$ cat config.mk
export PLATFORM = sky130hd
export DESIGN_NAME = scan_chain_ctrl
export DESIGN_NICKNAME = d
export VERILOG_FILES = /design/src/rtl/scan_chain_ctrl.sv
export SDC_FILE = /design/constraint.sdc
export NUM_CORES = 1
export LEC_CHECK = 0
export ABC_AREA = 1
export BUFFER_PORTS_ARGS = -buffer_cell sky130_fd_sc_hd__buf_4
export CORE_AREA = 2 2 209 211
export DETAILED_ROUTE_END_ITERATION = 6
export DIE_AREA = 0 0 211 213
export SLEW_MARGIN = 20
export SYNTH_ARGS = -nofsm -noshare
export SYNTH_HDL_FRONTEND = slang
export SYNTH_SLANG_ARGS = --single-unit
export TNS_END_PERCENT = 50
$ cat constraint.sdc
create_clock -name RefClk -period 6.43 [get_ports RefClk]
set_clock_uncertainty 0.15 [all_clocks]
set_input_delay 0.643 -clock RefClk [delete_from_list [all_inputs] [get_ports RefClk]]
set_output_delay 0.643 -clock RefClk [all_outputs]
set_load 0.02 [all_outputs]
$ cat src/rtl/scan_chain_ctrl.sv
// rtl/scan_chain_ctrl.sv - scan transaction sequencer driving a two-phase scan clock generator
// Optional SOut capture into RData is enabled by defining SCAN_CHAIN_CTRL_READBACK_EN.
module scan_chain_ctrl #(
  parameter int MAX_BITS = 256,
  parameter int LEN_W    = $clog2(MAX_BITS + 1)
) (
  input  logic                RefClk,
  input  logic                ResetN,
  input  logic                Start,
  input  logic [LEN_W-1:0]    Len,
  input  logic [MAX_BITS-1:0] WData,
  input  logic                Abort,
  input  logic                SOut,
  output logic                Ready,
  output logic                ClkEn,
  output logic                SIn,
  output logic                ScanUpdate,
  output logic                Done,
  output logic                Aborted,
  output logic [MAX_BITS-1:0] RData
);

  localparam logic [1:0] ST_IDLE   = 2'd0;
  localparam logic [1:0] ST_SHIFT  = 2'd1;
  localparam logic [1:0] ST_UPDATE = 2'd2;
  localparam logic [1:0] ST_DONE   = 2'd3;

  localparam logic [LEN_W-1:0] LEN_MAX = LEN_W'(MAX_BITS);

  logic [1:0]          state_q, state_d;
  logic [1:0]          phase_q, phase_d;
  logic [LEN_W-1:0]    bit_cnt_q, bit_cnt_d;
  logic [LEN_W-1:0]    len_q, len_d;
  logic [MAX_BITS-1:0] wdata_q, wdata_d;
  logic                abort_q, abort_d;
  logic                ready_q, ready_d;
  logic                clk_en_q, clk_en_d;
  logic                sin_q, sin_d;
  logic                update_q, update_d;
  logic                done_q, done_d;
  logic                aborted_q, aborted_d;

  logic [LEN_W-1:0]    len_clamp;
  logic [LEN_W-1:0]    bit_cnt_inc;
  logic                last_bit;
  logic                stop_req;
  logic                accept;

  assign accept      = (state_q == ST_IDLE) && Start && ready_q;
  assign len_clamp   = (Len > LEN_MAX) ? LEN_MAX : Len;
  assign bit_cnt_inc = bit_cnt_q + LEN_W'(1);
  assign last_bit    = (bit_cnt_inc == len_q);
  // An abort seen on the closing edge of a group still ends at that group.
  assign stop_req    = abort_q | Abort;

  always_comb begin
    state_d   = state_q;
    phase_d   = phase_q;
    bit_cnt_d = bit_cnt_q;
    len_d     = len_q;
    wdata_d   = wdata_q;
    abort_d   = abort_q;
    ready_d   = ready_q;
    clk_en_d  = clk_en_q;
    sin_d     = sin_q;
    update_d  = 1'b0;
    done_d    = 1'b0;
    aborted_d = aborted_q;

    case (state_q)
      ST_IDLE: begin
        if (accept) begin
          len_d     = len_clamp;
          wdata_d   = WData;
          sin_d     = WData[0];
          phase_d   = 2'd0;
          bit_cnt_d = '0;
          abort_d   = 1'b0;
          aborted_d = 1'b0;
          ready_d   = 1'b0;
          if (len_clamp == '0) begin
            state_d = ST_DONE;
            done_d  = 1'b1;
          end else begin
            state_d  = ST_SHIFT;
            clk_en_d = 1'b1;
          end
        end
      end

      ST_SHIFT: begin
        phase_d = phase_q + 2'd1;
        if (Abort) begin
          abort_d = 1'b1;
        end
        // Only the edge leaving phase 3 may end the shift, keeping the generator in its reset phase.
        if (phase_q == 2'd3) begin
          bit_cnt_d = bit_cnt_inc;
          wdata_d   = wdata_q >> 1;
          if (stop_req) begin
            state_d   = ST_DONE;
            clk_en_d  = 1'b0;
            sin_d     = 1'b0;
            done_d    = 1'b1;
            aborted_d = 1'b1;
          end else if (last_bit) begin
            state_d  = ST_UPDATE;
            clk_en_d = 1'b0;
            sin_d    = 1'b0;
            update_d = 1'b1;
          end else begin
            sin_d = wdata_q[1];
          end
        end
      end

      ST_UPDATE: begin
        state_d = ST_DONE;
        done_d  = 1'b1;
      end

      ST_DONE: begin
        state_d = ST_IDLE;
        ready_d = 1'b1;
      end

      default: begin
        state_d = ST_IDLE;
        ready_d = 1'b1;
      end
    endcase
  end

  always_ff @(posedge RefClk or negedge ResetN) begin
    if (!ResetN) begin
      state_q   <= ST_IDLE;
      phase_q   <= 2'd0;
      bit_cnt_q <= '0;
      len_q     <= '0;
      wdata_q   <= '0;
      abort_q   <= 1'b0;
      ready_q   <= 1'b1;
      clk_en_q  <= 1'b0;
      sin_q     <= 1'b0;
      update_q  <= 1'b0;
      done_q    <= 1'b0;
      aborted_q <= 1'b0;
    end else begin
      state_q   <= state_d;
      phase_q   <= phase_d;
      bit_cnt_q <= bit_cnt_d;
      len_q     <= len_d;
      wdata_q   <= wdata_d;
      abort_q   <= abort_d;
      ready_q   <= ready_d;
      clk_en_q  <= clk_en_d;
      sin_q     <= sin_d;
      update_q  <= update_d;
      done_q    <= done_d;
      aborted_q <= aborted_d;
    end
  end

`ifdef SCAN_CHAIN_CTRL_READBACK_EN
  logic [MAX_BITS-1:0] rdata_q, rdata_d;

  // SOut is sampled on the edge leaving phase 1, before the slave latches move the chain.
  always_comb begin
    rdata_d = rdata_q;
    if (accept) begin
      rdata_d = '0;
    end else if ((state_q == ST_SHIFT) && (phase_q == 2'd1)) begin
      for (int i = 0; i < MAX_BITS; i++) begin
        if (bit_cnt_q == LEN_W'(i)) begin
          rdata_d[i] = SOut;
        end
      end
    end
  end

  always_ff @(posedge RefClk or negedge ResetN) begin
    if (!ResetN) begin
      rdata_q <= '0;
    end else begin
      rdata_q <= rdata_d;
    end
  end

  assign RData = rdata_q;
`else
  logic unused_sout;

  assign unused_sout = SOut;
  assign RData       = '0;
`endif

  assign Ready      = ready_q;
  assign ClkEn      = clk_en_q;
  assign SIn        = sin_q;
  assign ScanUpdate = update_q;
  assign Done       = done_q;
  assign Aborted    = aborted_q;

endmodule
==> metrics <==
Power Total 0.00410 W; GP Congestion 0.789; hold_sp Len[7]; Rel. slew slack 32.5%; R2R Setup Slk 1.95 ns; I/O pins 532; status complete, no violations; chip width 211 um; fin nets 2,335; leak pwr 9.03 nW; Worst EP arrival 4.77 ns; startpoint types flop; pwr/cell area 235 mW/mm^2; Die Ht 213 um; Fillers 4,345; Yosys top cell by area dfrtp_1; Post-Syn Area 0.0150 mm^2; vias in the first global route 11,300; Crit. End Element flop; syn avg cell area 8.06 um^2; routed vias 12,100; GR Util All Layers 15.4%; sequential area share after synthesis 47.5%; Hold Path End len_q[7]$_DFFE_PN0P_; Area contributors post-synth dfrtp_1 47%, buf_4 14%, nand2_1 14%, a31oi_1 11%, nor2_1 6.8%; Tcrit/Tclk final 69.6%; htree depth 2; total of warnings raised by yosys 0; drt first pass iters 5; Final Max Tran Viols 0; largest net degree at the start of global routing 202; R2R cell count 9; P&R area growth vs syn 16.6%; Hold-fix buffers, CTS 1; initial antenna violation count 0; final standard cell count with taps included and fillers excluded 2,629; commonest cells after routing, fill and taps aside 567 x nand2_1, 283 x dfrtp_1, 277 x buf_4; Die ar. 0.0449 mm^2; first-pass GRT wire length 56,500 um; routed len/inst 13.5 um; RR Startpoint state_q[1]$_DFFE_PN0P_; hold depth 3; fmax 0.223 GHz; number of vias per cell 4.62; Clock Latency Late Sink 0.53 ns; # DRC 0; DRT antenna net count 0; final WL 35,400 um; minimum clock period 4.48 ns; commonest non-fill, non-tap cell in the layout nand2_1; Yosys top cell area share 47.3%; critical path required time 6.72 ns; Post-CTS Setup Inserts 0; Root Driver clkbuf_16; Worst R2R End wdata_q[220]$_DFFE_PN0P_; Hold Vio Cnt, Final 0; clk buf depth 3; Least-Margin Pin Slew 1.01 ns; ant diodes 0; final setup margin 1.95 ns; Synth Register Bits 284; Clock transition at path regs 0.06 ns; post-synth cell types 29; hpwl dp 23,300 um; Congestion Overflow GR 0; CTS tree done; placed cells 2,568; starting density of the core 35.0%; Post-Syn Instances 1,855; CTS-repair resized insts 0; RSZ-0062 raised after global routing false; Hold/Removal Path Class in -> reg; share of layout cells above drive strength 1 16.3%; CP max FO 201; worst setup path class reg -> reg; final setup vio count 0; Post-Route Setup TNS 0 ns; IO buf count 274; Core ar. 0.0427 mm^2; DR iter-0 viols 859; clock tree sinks 284; Peak VDD IR 0.000188 V; Final Util 40.9%; row cnt 76; Max-cap violations 0; CTS buffer count 34; Place WS 1.86 ns
==> where the power goes <==
group | internal, W | total (W) | switching (W)
sequential | 0.00179 | 0.00179 | 0.000000140
clock | 0.00120 | 0.00196 | 0.000766
combinational | 0.000125 | 0.000350 | 0.000226
==> metal layers <==
layer  global-route usage [%]  routed length [um]
met1                     20.0               15400
met2                     25.0               16700
met3                     3.54                2360
met4                     5.85                 932
met5                        0                   0
==> sequential cells by signal, summed over array words and instances, names as in the netlist <==
signal and cells:
Aborted 1, ClkEn 1, Done 1, Ready 1, SIn 1, ScanUpdate 1
abort_q 1, bit_cnt_q 9, len_q 9, phase_q 2, state_q 2, wdata_q 255
==> critical path, stage by stage (launching register included) <==
cell	delay (ns)
dfrtp_1	0.43
inv_1	0.14
ha_4	0.75
inv_8	0.40
o21ai_2	0.40
o21ai_2	0.25
inv_8	0.77
buf_4	0.62
nor2_1	0.08
a31oi_1	0.17
==> per-stage QoR <==
stage	cell area, um^2	hold WS [ns]
after floorplan	15900	0.197
after global placement	16300	0.318
after detailed placement	16300	0.317
after CTS	17400	0.160
after global routing	17400	0.170
final	17400	0.204
==> cell type report <==
cell class | instances | area, um^2 | share of cell area (%)
flip-flops and latches | 284 | 7110 | 40.7
multi-input cells | 1420 | 6180 | 35.5
repair buffers | 283 | 2180 | 12.5
clock buffers | 53 | 1050 | 6.00
well taps | 546 | 683 | 3.92
inverters | 36 | 150 | 0.861
clock inverters | 7 | 88.8 | 0.509
==> cells by family (layout without fill, tap and decap cells) <==
| group | after synthesis | in the layout | share of synthesized area [%] |
|---|---|---|---|
| simple gates | 865 | 865 | 22.0 |
| buf+inv | 406 | 379 | 17.6 |
| compound gates | 288 | 288 | 12.0 |
| flops | 284 | 284 | 47.5 |
| fa+ha+maj | 6 | 6 | 0.502 |
| xor+xnor | 4 | 4 | 0.234 |
| other cells | 1 | 256 | 0.0251 |
| mux | 1 | 1 | 0.0669 |
==> worst max path at each step <==
stage                                 startpoint                       end  slack (ns)  cells past startpoint
final                     state_q[1]$_DFFE_PN0P_  wdata_q[220]$_DFFE_PN0P_        1.95                      9
after global routing      state_q[1]$_DFFE_PN0P_  wdata_q[224]$_DFFE_PN0P_        1.44                      9
after floorplan           state_q[0]$_DFFE_PN0P_  wdata_q[163]$_DFFE_PN0P_        4.41                     10
after CTS                 state_q[1]$_DFFE_PN0P_  wdata_q[220]$_DFFE_PN0P_        1.90                      9
after detailed placement  state_q[1]$_DFFE_PN0P_  wdata_q[220]$_DFFE_PN0P_        1.86                      9
after global placement    state_q[1]$_DFFE_PN0P_  wdata_q[219]$_DFFE_PN0P_        2.01                      9
==> cell usage after synthesis (all sizes together) <==
master and instances:
buf 315, o22ai 8, xor2 3, o21ai 11, o31ai 1, a21o 1, a31oi 256, nor2 272
inv 36, a22o 3, conb 1, mux2i 1, o21bai 2, xnor2 1, ha 6, dfrtp 283
clkbuf 55, a21oi 6, nand3b 2, dfstp 1, nand2 567, nand4 1, nor3 3, nand3 20
Note: power is estimated with default switching activity, not from simulation.
